File: config.mk
export PLATFORM = sky130hd
export DESIGN_NAME = alu_cmd_encoder
export DESIGN_NICKNAME = d
export VERILOG_FILES = /design/src/rtl/alu_pkg.sv /design/src/rtl/rr_arbiter4.sv /design/src/rtl/alu_cmd_encoder.sv
export SDC_FILE = /design/constraint.sdc
export NUM_CORES = 1
export LEC_CHECK = 0
export BUFFER_PORTS_ARGS = -buffer_cell sky130_fd_sc_hd__buf_2
export CAP_MARGIN = 40
export CORE_MARGIN = 5
export CORE_UTILIZATION = 37
export CTS_CLUSTER_SIZE = 30
export DETAILED_ROUTE_END_ITERATION = 6
export PLACE_DENSITY = 0.77
export SYNTH_ARGS = -nofsm -noshare
export SYNTH_HDL_FRONTEND = slang
export SYNTH_SLANG_ARGS = --single-unit
File: constraint.sdc
create_clock -name CLK -period 2.5 [get_ports CLK]
set_input_delay 0 -clock CLK [delete_from_list [all_inputs] [get_ports CLK]]
set_output_delay 0 -clock CLK [all_outputs]
set_load 0.05 [all_outputs]
File: src/rtl/alu_pkg.sv
// Shared ALU command definitions: class codes, ALU_FUN field layout and default operand width.
// Used by both the command encoder and the ALU decoder so the two can never disagree.
package alu_pkg;

  localparam int ALU_WIDTH = 16;

  typedef enum logic [1:0] {
    CLS_ARITH = 2'b00,
    CLS_LOGIC = 2'b01,
    CLS_CMP   = 2'b10,
    CLS_SHIFT = 2'b11
  } alu_class_e;

  localparam int FUN_CLS_HI = 3;
  localparam int FUN_CLS_LO = 2;
  localparam int FUN_OP_HI  = 1;
  localparam int FUN_OP_LO  = 0;

  function automatic logic [3:0] make_fun(input logic [1:0] cls, input logic [1:0] op);
    logic [3:0] f;
    f = '0;
    f[FUN_CLS_HI:FUN_CLS_LO] = cls;
    f[FUN_OP_HI:FUN_OP_LO]   = op;
    return f;
  endfunction

endpackage

File: src/rtl/rr_arbiter4.sv
// Four-way round-robin arbiter. The search starts at the pointer; the pointer moves
// one past the winner whenever a grant is issued and holds otherwise.
module rr_arbiter4 (
  input  logic       clk,
  input  logic       rst,
  input  logic [3:0] req,
  input  logic       en,
  output logic [3:0] gnt,
  output logic [1:0] win,
  output logic [1:0] ptr
);

  logic [1:0] ptr_q;
  logic [1:0] ptr_d;
  logic       found;
  logic [1:0] idx;

  always_comb begin
    found = 1'b0;
    win   = ptr_q;
    idx   = ptr_q;
    for (int i = 0; i < 4; i++) begin
      idx = ptr_q + 2'(i);
      if (!found && req[idx]) begin
        found = 1'b1;
        win   = idx;
      end
    end
  end

  always_comb begin
    gnt = '0;
    if (en && found) gnt[win] = 1'b1;
  end

  always_comb begin
    ptr_d = ptr_q;
    if (|gnt) ptr_d = win + 2'd1;
  end

  always_ff @(posedge clk) begin
    if (rst) ptr_q <= 2'd0;
    else     ptr_q <= ptr_d;
  end

  assign ptr = ptr_q;

endmodule

File: src/rtl/alu_cmd_encoder.sv
// Arbitrates four ALU request classes into one registered ALU command stream.
// Output handshake: a command moves on a cycle with Out_Valid && Out_Ready; Out_Valid holds with a stable payload until then.
module alu_cmd_encoder
  import alu_pkg::*;
#(
  parameter int WIDTH = ALU_WIDTH
) (
  input  logic             CLK,
  input  logic             RST,
  input  logic             Arith_Req,
  input  logic             Logic_Req,
  input  logic             CMP_Req,
  input  logic             Shift_Req,
  input  logic [1:0]       Arith_Op,
  input  logic [1:0]       Logic_Op,
  input  logic [1:0]       CMP_Op,
  input  logic [1:0]       Shift_Op,
  input  logic [WIDTH-1:0] Arith_A,
  input  logic [WIDTH-1:0] Arith_B,
  input  logic [WIDTH-1:0] Logic_A,
  input  logic [WIDTH-1:0] Logic_B,
  input  logic [WIDTH-1:0] CMP_A,
  input  logic [WIDTH-1:0] CMP_B,
  input  logic [WIDTH-1:0] Shift_A,
  input  logic [WIDTH-1:0] Shift_B,
  output logic             Arith_Gnt,
  output logic             Logic_Gnt,
  output logic             CMP_Gnt,
  output logic             Shift_Gnt,
  output logic [3:0]       ALU_FUN,
  output logic [WIDTH-1:0] ALU_A,
  output logic [WIDTH-1:0] ALU_B,
  output logic             Out_Valid,
  input  logic             Out_Ready,
  output logic [7:0]       Issue_Cnt,
  output logic [1:0]       dbg_ptr
);

  logic [3:0]       req;
  logic [3:0]       gnt;
  logic [1:0]       win;
  logic             stage_free;
  logic             transfer;
  logic             accept;
  logic [1:0]       op_sel;
  logic [WIDTH-1:0] a_sel;
  logic [WIDTH-1:0] b_sel;

  logic [3:0]       fun_q, fun_d;
  logic [WIDTH-1:0] a_q, a_d;
  logic [WIDTH-1:0] b_q, b_d;
  logic             valid_q, valid_d;
  logic [7:0]       cnt_q, cnt_d;

  assign req        = {Shift_Req, CMP_Req, Logic_Req, Arith_Req};
  assign stage_free = !valid_q || Out_Ready;
  assign accept     = valid_q && Out_Ready;
  assign transfer   = |gnt;

  // Reset gates the arbiter so nothing is granted while the pipeline is being cleared.
  rr_arbiter4 u_arb (
    .clk (CLK),
    .rst (RST),
    .req (req),
    .en  (stage_free && !RST),
    .gnt (gnt),
    .win (win),
    .ptr (dbg_ptr)
  );

  always_comb begin
    op_sel = Arith_Op;
    a_sel  = Arith_A;
    b_sel  = Arith_B;
    unique case (win)
      CLS_ARITH: begin op_sel = Arith_Op; a_sel = Arith_A; b_sel = Arith_B; end
      CLS_LOGIC: begin op_sel = Logic_Op; a_sel = Logic_A; b_sel = Logic_B; end
      CLS_CMP:   begin op_sel = CMP_Op;   a_sel = CMP_A;   b_sel = CMP_B;   end
      CLS_SHIFT: begin op_sel = Shift_Op; a_sel = Shift_A; b_sel = Shift_B; end
      default:   begin op_sel = Arith_Op; a_sel = Arith_A; b_sel = Arith_B; end
    endcase
  end

  always_comb begin
    fun_d   = fun_q;
    a_d     = a_q;
    b_d     = b_q;
    valid_d = valid_q;
    cnt_d   = cnt_q + 8'(accept);
    if (transfer) begin
      fun_d   = make_fun(win, op_sel);
      a_d     = a_sel;
      b_d     = b_sel;
      valid_d = 1'b1;
    end else if (accept) begin
      valid_d = 1'b0;
    end
  end

  always_ff @(posedge CLK) begin
    if (RST) begin
      fun_q   <= 4'b0000;
      a_q     <= '0;
      b_q     <= '0;
      valid_q <= 1'b0;
      cnt_q   <= 8'd0;
    end else begin
      fun_q   <= fun_d;
      a_q     <= a_d;
      b_q     <= b_d;
      valid_q <= valid_d;
      cnt_q   <= cnt_d;
    end
  end

  assign Arith_Gnt = gnt[CLS_ARITH];
  assign Logic_Gnt = gnt[CLS_LOGIC];
  assign CMP_Gnt   = gnt[CLS_CMP];
  assign Shift_Gnt = gnt[CLS_SHIFT];
  assign ALU_FUN   = fun_q;
  assign ALU_A     = a_q;
  assign ALU_B     = b_q;
  assign Out_Valid = valid_q;
  assign Issue_Cnt = cnt_q;

endmodule
==> results.ini <==
[cells_and_area]
drive_gt1_share_pct=42.6
layout_commonest_cell=buf_2
fin_cells=627
fillers=673
area_delta_synth_final_pct=44.2
insertedDiodeCount=0
layout_common_cells=buf_2 (193), nand2_1 (105), dfxtp_1 (45)
nets=680

[setup_path]
endpoint=u_arb.ptr[0]
crit_start=u_arb.ptr[1]
r2r-start=u_arb.ptr[1]
startpoint_type=register
r2r_end=u_arb.ptr[0]
crit_fanout=20
endpoint_kind=register
rrSetupSlack_ns=0.20
crit_type=register to register
ff2ff_path_depth=9
cp.required_ns=2.67
critPathArrivalTime_ns=2.47

[synth]
synth_warnings=0
seq_area_frac_synth_pct=35.8
avgSynthCellArea_um2=7.50
synthCells=350
synth_fp_nets=500
netlist_area_um2=2630
synth-seq-cells=47
synth_cell_type_count=28

[clock_tree]
numCtsBuffers=5
cts_hold_buf=0
clk_pin_slew_ns=0.09
clk_latency_ns=0.29
clockBufferDepth=2
cts_tree=done
clock-sinks=47
h-tree-depth=2
clockRootBuffer=clkbuf_8

[floorplan]
die_h_um=94.2
rows=30
core_area_um2=6830
dieArea_um2=8880
ios=194
die_w_um=94.2
initial_core_util_pct=38.4

[routing]
drt_iter0_markers=205
final_antenna_net_count=0
vias_per_cell=5.24
detail_route.first_pass.iterations=6
wl_um=9970
avgRoutedWirePerCell_um=15.9
drc=0
vias=3286

[timing]
min_period_ns=2.30
max_slew.worst_pin.slew_ns=0.502
fin_tns_setup_ns=0
holdWs_ns=0.0581
setup_viol=0
rsz0062_at_grt=false
slew_headroom_pct=66.5
layout_setup_ws_ns=0.197
fin_crit_sh_pct=92.1
finalHoldViolations=0
finClkSkew_ns=0.00559
drv_slew=0
fmax_ghz=0.434

[worst_hold_path]
hp-class=input pin to register
whs_path_depth=5

[pwr]
power.leakage_nw=1.83
ir_drop_v=0.000331
p_per_area_nw_per_um2=742

[place]
dp_cells=617
hpwlAfterDp_um=7390
preCtsSetupSlack_ns=0.0769
port_buffers=193
gp_congestion=0.778

[flow_run]
max_cap_violations=0

[status]
status=completed

[grt]
grt_pass1_vias=3143
grt_max_degree=47
grt_overflow=0
gr-usage-all-layers_pct=20.5
grt_pass1_wl_um=14600
antenna_found_initial=0

how the worst min path moves through the flow:
stage                     from         end  slack, ns
floorplan                  RST  ALU_FUN[2]       0.23
global placement    Arith_A[0]    ALU_A[0]       0.36
detailed placement  Arith_B[4]    ALU_B[4]       0.37
CTS                        RST  ALU_FUN[2]       0.04
global route        Arith_A[3]    ALU_A[3]       0.08
finish              Arith_B[4]    ALU_B[4]       0.06
cell type report:
| cell class | count | area (um2) | share of cell area [%] |
|---|---|---|---|
| clock inverter | 2 | 13.8 | 0.364 |
| sequential | 47 | 948 | 25.1 |
| inverter | 6 | 22.5 | 0.595 |
| clock buffer | 6 | 93.8 | 2.48 |
| timing repair buffer | 204 | 1060 | 28.1 |
| tap | 96 | 120 | 3.17 |
| multi-input combinational | 266 | 1520 | 40.2 |
through the flow:
step | total power, mW | utilization (%) | area (um2)
2_1_floorplan | 1.92 | - | 2640
3_3_place_gp | 2.25 | 53.3 | 3640
3_5_place_dp | 2.28 | 53.3 | 3640
4_1_cts | 2.81 | 54.8 | 3750
5_1_grt | 3.01 | 55.4 | 3780
6_report | 2.81 | 55.4 | 3780
metal layers:
metal	wire (um)	share of wire [%]	global-route usage (%)
met1	3790	38	23.8
met2	4930	49	36.1
met3	1130	11	6.01
met4	121	1.2	6.38
met5	0	0	0
cells in the mapped netlist (all sizes together):
master    n  area, um2
o21ai    36        180
nand2   105        394
clkbuf   24       90.1
xnor2     2       17.5
a31oi     1       6.26
nand3     5       25.0
inv       6       22.5
and3      3       18.8
buf       8       77.6
nand4     1       12.5
o221ai    1       8.76
a211oi    2       25.0
and4      1       11.3
or4       2       18.8
ha        7       87.6
dfxtp    47        941
and2      5       31.3
a222oi   34        340
nand2b    1       6.26
nor3      1       5.00
a21oi    40        204
nor2b     4       25.0
xor2      4       35.0
o21a      1       7.51
nor2      9       33.8
registers in the layout (all words and copies together), names as in the netlist:
signal	flops
Out_Valid	1
ALU_A	16
ALU_FUN	4
ALU_B	16
Issue_Cnt	8
u_arb.ptr	2
power breakdown:
part           total [mW]  internal, mW  switching, mW
Combinational        1.40         0.447          0.948
Sequential          0.899         0.846         0.0531
Clock               0.515         0.258          0.257
Total                2.81          1.55           1.26
critical path, stage by stage (launching register included):
cell,delay (ns)
dfxtp_4,0.38
nand2_1,0.09
a21oi_2,0.07
o221ai_2,0.26
inv_2,0.09
ha_1,0.22
or4_4,0.56
and4_4,0.31
nor2_1,0.14
a211oi_2,0.05
kinds of logic (layout without fill, tap and decap cells):
| logic type | after synthesis | in the layout | share of synthesized area, % |
|---|---|---|---|
| flip-flops | 47 | 47 | 35.8 |
| adder cells (fa/ha/maj) | 7 | 7 | 3.34 |
| XOR/XNOR | 6 | 6 | 2.00 |
| AO/OA/AOI/OAI | 115 | 115 | 29.4 |
| AND/OR/NAND/NOR | 137 | 138 | 22.2 |
| buffers and inverters | 38 | 218 | 7.24 |
timing repair:
item                                    in CTS  in global routing
endpoints found under the setup margin       0                 37
resized for setup                            0                  7
setup buffers                                0                  1
No activity file was read; power rests on OpenSTA's default activity.
